==> src/rtl/i2c_master_write_ctrl.sv <==
// Single-master I2C write sequencer: START, address+W, ACK check, N data bytes, STOP.
// Each SCL bit is four quarters of QTR_CYC clocks; all pad controls are registered.
module i2c_master_write_ctrl #(
   parameter int unsigned QTR_CYC = 1
) (
   input  logic       clk,
   input  logic       rst_n,
   input  logic       start,
   input  logic [6:0] addr,
   input  logic [7:0] tx_data,
   input  logic       tx_valid,
   input  logic       tx_last,
   output logic       tx_ready,
   output logic       busy,
   output logic       done,
   output logic       nack,
   output logic       scl_oe,
   output logic       sda_oe,
   input  logic       sda_i
);

   localparam int unsigned QCW = (QTR_CYC > 1) ? $clog2(QTR_CYC) : 1;
   localparam logic [QCW-1:0] QCNT_MAX = QCW'(QTR_CYC - 1);

   typedef enum logic [3:0] {
      S_IDLE,
      S_START,
      S_ADDR,
      S_ADDR_ACK,
      S_WAIT_DATA,
      S_DATA,
      S_DATA_ACK,
      S_STOP,
      S_DONE
   } state_e;

   state_e         state_q, state_d;
   logic [QCW-1:0] qcnt_q, qcnt_d;
   logic [1:0]     qidx_q, qidx_d;
   logic [2:0]     bcnt_q, bcnt_d;
   logic [7:0]     shreg_q, shreg_d;
   logic [6:0]     addr_q, addr_d;
   logic           last_q, last_d;
   logic           ack_q, ack_d;
   logic           nack_q, nack_d;
   logic           scl_oe_q, scl_oe_d;
   logic           sda_oe_q, sda_oe_d;
   logic           tx_ready_q, tx_ready_d;
   logic           busy_q, busy_d;
   logic           done_q, done_d;

   logic           timed;
   logic           qtr_end;
   logic           bit_end;

   // Quarter/bit tick decode; the timebase only runs in states that shape SCL.
   always_comb begin
      timed   = (state_q == S_START) || (state_q == S_ADDR) || (state_q == S_ADDR_ACK) ||
                (state_q == S_DATA) || (state_q == S_DATA_ACK) || (state_q == S_STOP);
      qtr_end = timed && (qcnt_q == QCNT_MAX);
      bit_end = qtr_end && (qidx_q == 2'd3);
   end

   always_comb begin
      state_d = state_q;
      qcnt_d  = qcnt_q;
      qidx_d  = qidx_q;
      bcnt_d  = bcnt_q;
      shreg_d = shreg_q;
      addr_d  = addr_q;
      last_d  = last_q;
      ack_d   = ack_q;
      nack_d  = nack_q;

      if (timed) begin
         if (qtr_end) begin
            qcnt_d = '0;
            qidx_d = qidx_q + 2'd1;
         end else begin
            qcnt_d = qcnt_q + QCW'(1);
         end
      end

      unique case (state_q)
         S_IDLE: begin
            if (start) begin
               state_d = S_START;
               addr_d  = addr;
               nack_d  = 1'b0;
            end
         end
         S_START: begin
            if (bit_end) begin
               state_d = S_ADDR;
               shreg_d = {addr_q, 1'b0};
            end
         end
         S_ADDR, S_DATA: begin
            if (bit_end) begin
               if (bcnt_q == 3'd0) begin
                  state_d = (state_q == S_ADDR) ? S_ADDR_ACK : S_DATA_ACK;
               end else begin
                  bcnt_d  = bcnt_q - 3'd1;
                  shreg_d = {shreg_q[6:0], 1'b0};
               end
            end
         end
         S_ADDR_ACK, S_DATA_ACK: begin
            // Target response is captured at the end of the SCL-high Q2 and acted on after Q3.
            if (qtr_end && (qidx_q == 2'd2)) begin
               ack_d = sda_i;
            end
            if (bit_end) begin
               if (ack_q) begin
                  state_d = S_STOP;
                  nack_d  = 1'b1;
               end else if ((state_q == S_ADDR_ACK) || !last_q) begin
                  state_d = S_WAIT_DATA;
               end else begin
                  state_d = S_STOP;
               end
            end
         end
         S_WAIT_DATA: begin
            if (tx_valid && tx_ready_q) begin
               state_d = S_DATA;
               shreg_d = tx_data;
               last_d  = tx_last;
            end
         end
         S_STOP: begin
            if (bit_end) begin
               state_d = S_DONE;
            end
         end
         S_DONE: begin
            state_d = S_IDLE;
         end
         default: begin
            state_d = S_IDLE;
         end
      endcase

      if (state_d != state_q) begin
         qcnt_d = '0;
         qidx_d = '0;
         bcnt_d = 3'd7;
      end
   end

   // Pad and handshake outputs decoded from next-state values so they register in step with state.
   always_comb begin
      scl_oe_d   = 1'b0;
      sda_oe_d   = 1'b0;
      tx_ready_d = (state_d == S_WAIT_DATA);
      busy_d     = (state_d != S_IDLE);
      done_d     = (state_d == S_DONE);

      unique case (state_d)
         S_START: begin
            sda_oe_d = qidx_d[1];
         end
         S_ADDR, S_DATA: begin
            scl_oe_d = ~qidx_d[1];
            sda_oe_d = ~shreg_d[7];
         end
         S_ADDR_ACK, S_DATA_ACK: begin
            scl_oe_d = ~qidx_d[1];
         end
         S_WAIT_DATA: begin
            scl_oe_d = 1'b1;
         end
         S_STOP: begin
            scl_oe_d = ~qidx_d[1];
            sda_oe_d = (qidx_d != 2'd3);
         end
         default: begin
         end
      endcase
   end

   always_ff @(posedge clk or negedge rst_n) begin
      if (!rst_n) begin
         state_q    <= S_IDLE;
         qcnt_q     <= '0;
         qidx_q     <= '0;
         bcnt_q     <= '0;
         shreg_q    <= '0;
         addr_q     <= '0;
         last_q     <= 1'b0;
         ack_q      <= 1'b0;
         nack_q     <= 1'b0;
         scl_oe_q   <= 1'b0;
         sda_oe_q   <= 1'b0;
         tx_ready_q <= 1'b0;
         busy_q     <= 1'b0;
         done_q     <= 1'b0;
      end else begin
         state_q    <= state_d;
         qcnt_q     <= qcnt_d;
         qidx_q     <= qidx_d;
         bcnt_q     <= bcnt_d;
         shreg_q    <= shreg_d;
         addr_q     <= addr_d;
         last_q     <= last_d;
         ack_q      <= ack_d;
         nack_q     <= nack_d;
         scl_oe_q   <= scl_oe_d;
         sda_oe_q   <= sda_oe_d;
         tx_ready_q <= tx_ready_d;
         busy_q     <= busy_d;
         done_q     <= done_d;
      end
   end

   assign tx_ready = tx_ready_q;
   assign busy     = busy_q;
   assign done     = done_q;
   assign nack     = nack_q;
   assign scl_oe   = scl_oe_q;
   assign sda_oe   = sda_oe_q;

endmodule
==> config.mk <==
export PLATFORM = sky130hd
export DESIGN_NAME = i2c_master_write_ctrl
export DESIGN_NICKNAME = d
export VERILOG_FILES = /design/src/rtl/i2c_master_write_ctrl.sv
export SDC_FILE = /design/constraint.sdc
export NUM_CORES = 1
export LEC_CHECK = 0
export ABC_AREA = 1
export BUFFER_PORTS_ARGS = -buffer_cell sky130_fd_sc_hd__buf_2
export CORE_ASPECT_RATIO = 1.5
export CORE_MARGIN = 4
export CORE_UTILIZATION = 31
export DETAILED_ROUTE_END_ITERATION = 16
export PLACE_DENSITY_LB_ADDON = 0.15
export SYNTH_ARGS = -nofsm -noshare
export SYNTH_HDL_FRONTEND = slang
export SYNTH_SLANG_ARGS = --single-unit
==> constraint.sdc <==
create_clock -name clk -period 2.35 [get_ports clk]
set_input_delay 0 -clock clk [delete_from_list [all_inputs] [get_ports clk]]
set_output_delay 0 -clock clk [all_outputs]
set_load 0.02 [all_outputs]
# Word level (Yosys, flattened, before mapping)
# Cells that the tools add are included.
op_classes:
  n_addsub: 3
  n_eq_ne: 27
  muxes: 32
  bitwise_logic: 3
  n_reduce_logical: 29
ops:
  columns: ["op", "n"]
  rows:
  - ["== test 4 x 3 -> 1 bit (second input constant)", 8]
  - ["two-way mux 8 bit", 4]
  - ["two-way mux 4 bit", 7]
  - ["case mux 4 bit (6 select lines)", 1]
  - ["case mux 8 bit (3 select lines)", 1]
  - ["== test 4 x 2 -> 1 bit (second input constant)", 4]
  - ["!= test 2 bit (second input constant)", 8]
  - ["two-way mux 3 bit", 5]
  - ["two-way mux 2 bit", 5]
  - ["== test 4 x 1 -> 1 bit (second input constant)", 2]
  - ["nonzero test 2 bit", 4]
  - ["logical OR 1 bit", 6]
  - ["two-way mux 1 bit", 6]
  - ["AND reduction 2 bit", 3]
  - ["OR reduction 2 bit", 3]
  - ["AND reduction 5 bit", 1]
  - ["OR reduction 5 bit", 1]
  - ["== test 2 bit (second input constant)", 2]
  - ["== test 4 bit (second input constant)", 1]
  - ["logical AND 1 bit", 4]
  - ["zero test 4 bit", 1]
  - ["!= test 4 bit", 1]
  - ["case mux 1 bit (2 select lines)", 2]
  - ["AND reduction 4 bit", 1]
  - ["other kinds (11)", 13]
totals:
  register_bits: 33

# Depth between registers and ports, before layout
depth:
  word_depth: 14
  depth_mapped: 18

# Worst setup path after synthesis
# OpenSTA, ideal clock, no wires.
synth_path:
  kind: "register to register"
  start: "register bcnt_q[0]"
  end: "register bcnt_q[1]"
  setup_ps: 130
  arrival_time_ps: 1611
  slack_ps: 609
  stages_incl_launch_ff: 18
  path_cell_list: "dfrtp_1 > inv_1 > ha_1 > inv_1 > nor2_1 > inv_1 > nand2_1 > nand2_1 > nand2_1 > nand2_1 > nand2_1 > nand3_4 > nand2_1 > inv_2 > nor2_4 > nand2_4 > inv_2 > o211ai_1"
synth_between:
  elab_chain_len: 7
synth_rtl:
  columns: ["item", "line_no", "rtl"]
  rows:
  - ["from (decl)", "40", "logic [2:0] bcnt_q, bcnt_d;"]
  - ["from (signal assigned)", "202", "bcnt_q <= bcnt_d;"]
  - ["zero test 3 bit *", "100", "if (bcnt_q == 3'd0) begin"]
  - ["two-way mux 4 bit *", "100", null]
  - ["two-way mux 4 bit *", "99", "if (bit_end) begin"]
  - ["case mux 4 bit (6 select lines) *", "84", "unique case (state_q)"]
  - ["named net state_d[0]", "37", "state_e state_q, state_d;"]
  - ["!= test 4 bit *", "144", "if (state_d != state_q) begin"]
  - ["!= test 2 x 1 -> 1 bit (no source line) / nonzero test 2 bit (equally long branches)", null, null]
  - ["AND reduction 3 bit (no source line)", null, null]
# Mark *: on every way through the listed nets, which the timed path passes. The rest lies on a longest branch. The select of a mux whose other input is x is not followed.
# A chain may end at the register's enable or synchronous reset.

# Final worst setup path
layout_path:
  start: "register state_q[0]"
  end: "register bcnt_q[1]"
layout_between:
  elab_chain_len: 13
layout_rtl:
  columns: ["item", "line_no", "rtl"]
  rows:
  - ["from (decl)", "37", null]
  - ["from (signal assigned)", "199", "state_q <= state_d;"]
  - ["== test 4 x 1 -> 1 bit / == test 4 x 2 -> 1 bit (equally long branches)", "58, 84, 101", null]
  - ["logical OR 1 bit (3 in series)", "58", "timed = (state_q == S_START) || (state_q == S_ADDR) || (state_q == S_ADDR_ACK) ||"]
  - ["logical OR 1 bit (2 in series)", "59", "(state_q == S_DATA) || (state_q == S_DATA_ACK) || (state_q == S_STOP);"]
  - ["logical AND 1 bit", "60", "qtr_end = timed && (qcnt_q == QCNT_MAX);"]
  - ["logical AND 1 bit", "61", "bit_end = qtr_end && (qidx_q == 2'd3);"]
  - ["two-way mux 4 bit, on equally long branches", null, null]
  - ["case mux 4 bit (6 select lines) *", "84", null]
  - ["named net state_d[0]", "37", null]
  - ["!= test 4 bit *", "144", null]
  - ["!= test 2 x 1 -> 1 bit (no source line) / nonzero test 2 bit (equally long branches)", null, null]
  - ["AND reduction 3 bit (no source line)", null, null]
# Mark *: on every way through the listed nets, which the timed path passes. The rest lies on a longest branch.

==> impl_metrics.yaml <==
outcome:
  outcome: "completed"
cells_and_area:
  final_nets: 312
  antennaDiodeCount: 0
  multi_input_area_um2: 878
  fin_area_um2: 2380
  register_area_um2: 826
  drive_above_1_share_pct: 23.3
  fill_cells: 616
  layout.cells.non_filler: 360
  area_delta_synth_final_pct: 26.1
synth:
  synth_fp_nets: 261
  synth.yosys.seq_area_share_pct: 43.8
  synth_edf_count: 0
  synth_top_family_by_area: "simple AND/OR/NAND/NOR gates"
  yosysMostFrequentCell: "nand2_1"
  synth.area.top_cells: "dfrtp_1 (44%), nand2_1 (15%), inv_1 (6.0%)"
  yosysWarnings: 0
  synthCells: 236
  synth_top_area_share_pct: 43.8
  postSynthAreaPerCell_um2: 7.99
  yosys.area_share.simple_pct: 31.3
  synth_cell_types: 34
  synth_top_cells_by_count: "nand2_1 (75), dfrtp_1 (33), inv_1 (30), nor2_1 (16)"
  synth_mux_area_share_pct: 0.597
  ys.flop_type: "dfrtp_1"
  async_reset_ff_share_pct: 100
  synth-compound-area-share_pct: 11.1
  synth_top_area_cell: "dfrtp_1"
  ys_ff_latch: 33
  netlist_area_um2: 1890
  synth_xor_xnor_area_share_pct: 0.929
  synth_fa_ha_area_share_pct: 2.65
floorplanning:
  core_um2: 5870
  die_x_um: 71.7
  pin_count: 27
  rows: 34
  die_h_um: 104
  die_area_um2: 7420
  start_util_pct: 32.1
timing:
  rsz0062_at_grt: "no"
  max_clock_freq_mhz: 480
  finalCritPeriodShare_pct: 88.7
  maxSlewViolCount: 0
  setup_tns_ps: 0
  final-hold-violation-count: 0
  skew_ps: 3.78
  fin_crit_ps: 2080
  worstMarginPinSlew_ps: 781
  setup_viol: 0
  maxSlewHeadroom_pct: 48.0
  layout_setup_ws_ps: 267
place:
  dpl.hpwl_um: 3490
  dp_cells: 335
  dp_slack_ps: 303
  place_area_um2: 2110
  place_congestion: 0.815
  io_buffers: 26
critical_path:
  cp-startpoint: "state_q[0]"
  r2r_start: "state_q[0]"
  cp-start-kind: "register"
  cp_data_required_time_ps: 2510
  cp.arrival_ps: 2250
  critPathKind: "reg -> reg"
  slowest_delay_ps: 530
  crit_chain: "inv_6 -> nand2_4 -> nand4_2 -> nand2_1 -> nand2_1 -> nand2_1 -> nand3_4 -> nand2_1 -> inv_2 -> nor2_4 -> nand2_4 -> inv_2 -> o211ai_1"
  path_max_fanout: 12
  crit_top_cell: "nand2_1"
  crit_slowest_cell: "dfrtp_1"
  setup.worst_path.end_class: "register"
clocking:
  ctsResizeCount: 0
  numClockSinks: 33
  cts_tree: "yes"
  cts_buffer_depth: 2
  cts_made_buffers: 5
  clock_latency_ps: 280
  htreeDepth: 2
  postCtsSetupBuffers: 0
  clk_pin_slew_ps: 70
  clock-root-buffer: "clkbuf_8"
grt:
  first_global_vias: 1751
  gr-total-overflow: 0
  grt_max_degree: 34
  grt_usage_pct: 13.5
  grt_pass1_wl_um: 7990
  antenna_found_initial: 0
power:
  vdd_drop_max_v: 0.000421
  leakage_nw: 1.26
  powerDensity_nw_per_um2: 1050
route:
  drt_iter0_drc: 70
  wirelength_um: 4570
  via_count: 1651
  dr.pass1.iters: 4
  route.detailed.drc: 0
  avgRoutedWirePerCell_um: 12.7
  viasPerCell: 4.59
  drtAntennaViolNets: 0
worst_hold_path:
  hp-class: "in -> reg"
  worstHoldStart: "tx_data[7]"
flow_run:
  max-cap-violations: 0
-- timing repair --
action | in CTS | in global routing
hold buffers | 17 | 0
endpoints found under the hold margin | 49 | 0
setup endpoints to repair | 0 | 0
-- per-layer routing --
layer / up-vias / share of wire (%) / global-route usage [%]
li1: 847 / - / -
met1: 764 / 43 / 16.1
met2: 31 / 51 / 22.9
met3: 9 / 3.4 / 2.33
met4: 0 / 2.7 / 6.32
met5: - / 0 / 0
-- cell families (layout without fill, tap and decap cells) --
| kind of cell | after synthesis | in the layout |
|---|---|---|
| xor+xnor | 2 | 2 |
| fa+ha+maj | 4 | 4 |
| simple gates | 121 | 121 |
| flops | 33 | 33 |
| compound gates | 32 | 32 |
| buf+inv | 43 | 95 |
| mux | 1 | 1 |
-- flip-flops by register name (all words and copies together), names as in the netlist --
signal / flops
scl_oe: 1
last_q: 1
state_q: 4
ack_q: 1
shreg_q: 8
bcnt_q: 3
nack: 1
done: 1
qidx_q: 2
busy: 1
tx_ready: 1
sda_oe: 1
qcnt_q: 1
addr_q: 7
-- final timing paths --
path	slack, ps	cells past startpoint	endpoint
max	270	13	bcnt_q[1]
max reg2reg	270	13	bcnt_q[1]
max in group asynchronous	1530	2	tx_ready
min in group asynchronous	320	2	bcnt_q[0]
min	90	5	shreg_q[7]
min reg2reg	480	2	addr_q[2]
-- critical path: cells and delay by family, from the launching register on --
kind                   cells  cell delay, ps
buffers and inverters      3             160
DFF                        1             530
AOI/OAI and AO/OA          1              70
and+or+nand+nor            9            1180
-- per-stage QoR --
| step | hold WS [ps] | power, mW | util [%] |
|---|---|---|---|
| final | 93.3 | 2.50 | 40.5 |
| after global routing | 119 | 2.73 | 40.5 |
| after CTS | 86.6 | 2.54 | 40.5 |
| after detailed placement | 130 | 2.02 | 35.9 |
| after global placement | 132 | 2.02 | 35.9 |
| after floorplan | -296 | 1.75 | - |
-- where the power goes --
part / total [mW] / switching (mW) / internal [mW]
Clock: 0.479 / 0.215 / 0.265
Sequential: 0.828 / 0.0944 / 0.733
Combinational: 1.19 / 0.786 / 0.404
-- area by class of cell --
class / instances / share of cell area (%)
clock inverters: 1 / 0.211
repair buffers: 46 / 13.6
multi-input cells: 160 / 36.9
clock buffers: 7 / 4.05
inverters: 41 / 6.68
well taps: 72 / 3.79
flip-flops and latches: 33 / 34.7
-- placed cells by master (no fill, tap or decap), types with 3 or more instances in the layout --
cell type      instances
a21oi_1                7
a22oi_1                6
buf_2                 26
buf_4                  3
clkbuf_8               7
dfrtp_1               33
dlygate4sd3_1         17
ha_1                   4
inv_1                 30
inv_2                  8
nand2_1               75
nand2_2                4
nand3_1                8
nand4_1                3
nor2_1                16
nor2_4                 4
o211ai_1               3
o21ai_0                7
Power figures use the tool's default switching activity.
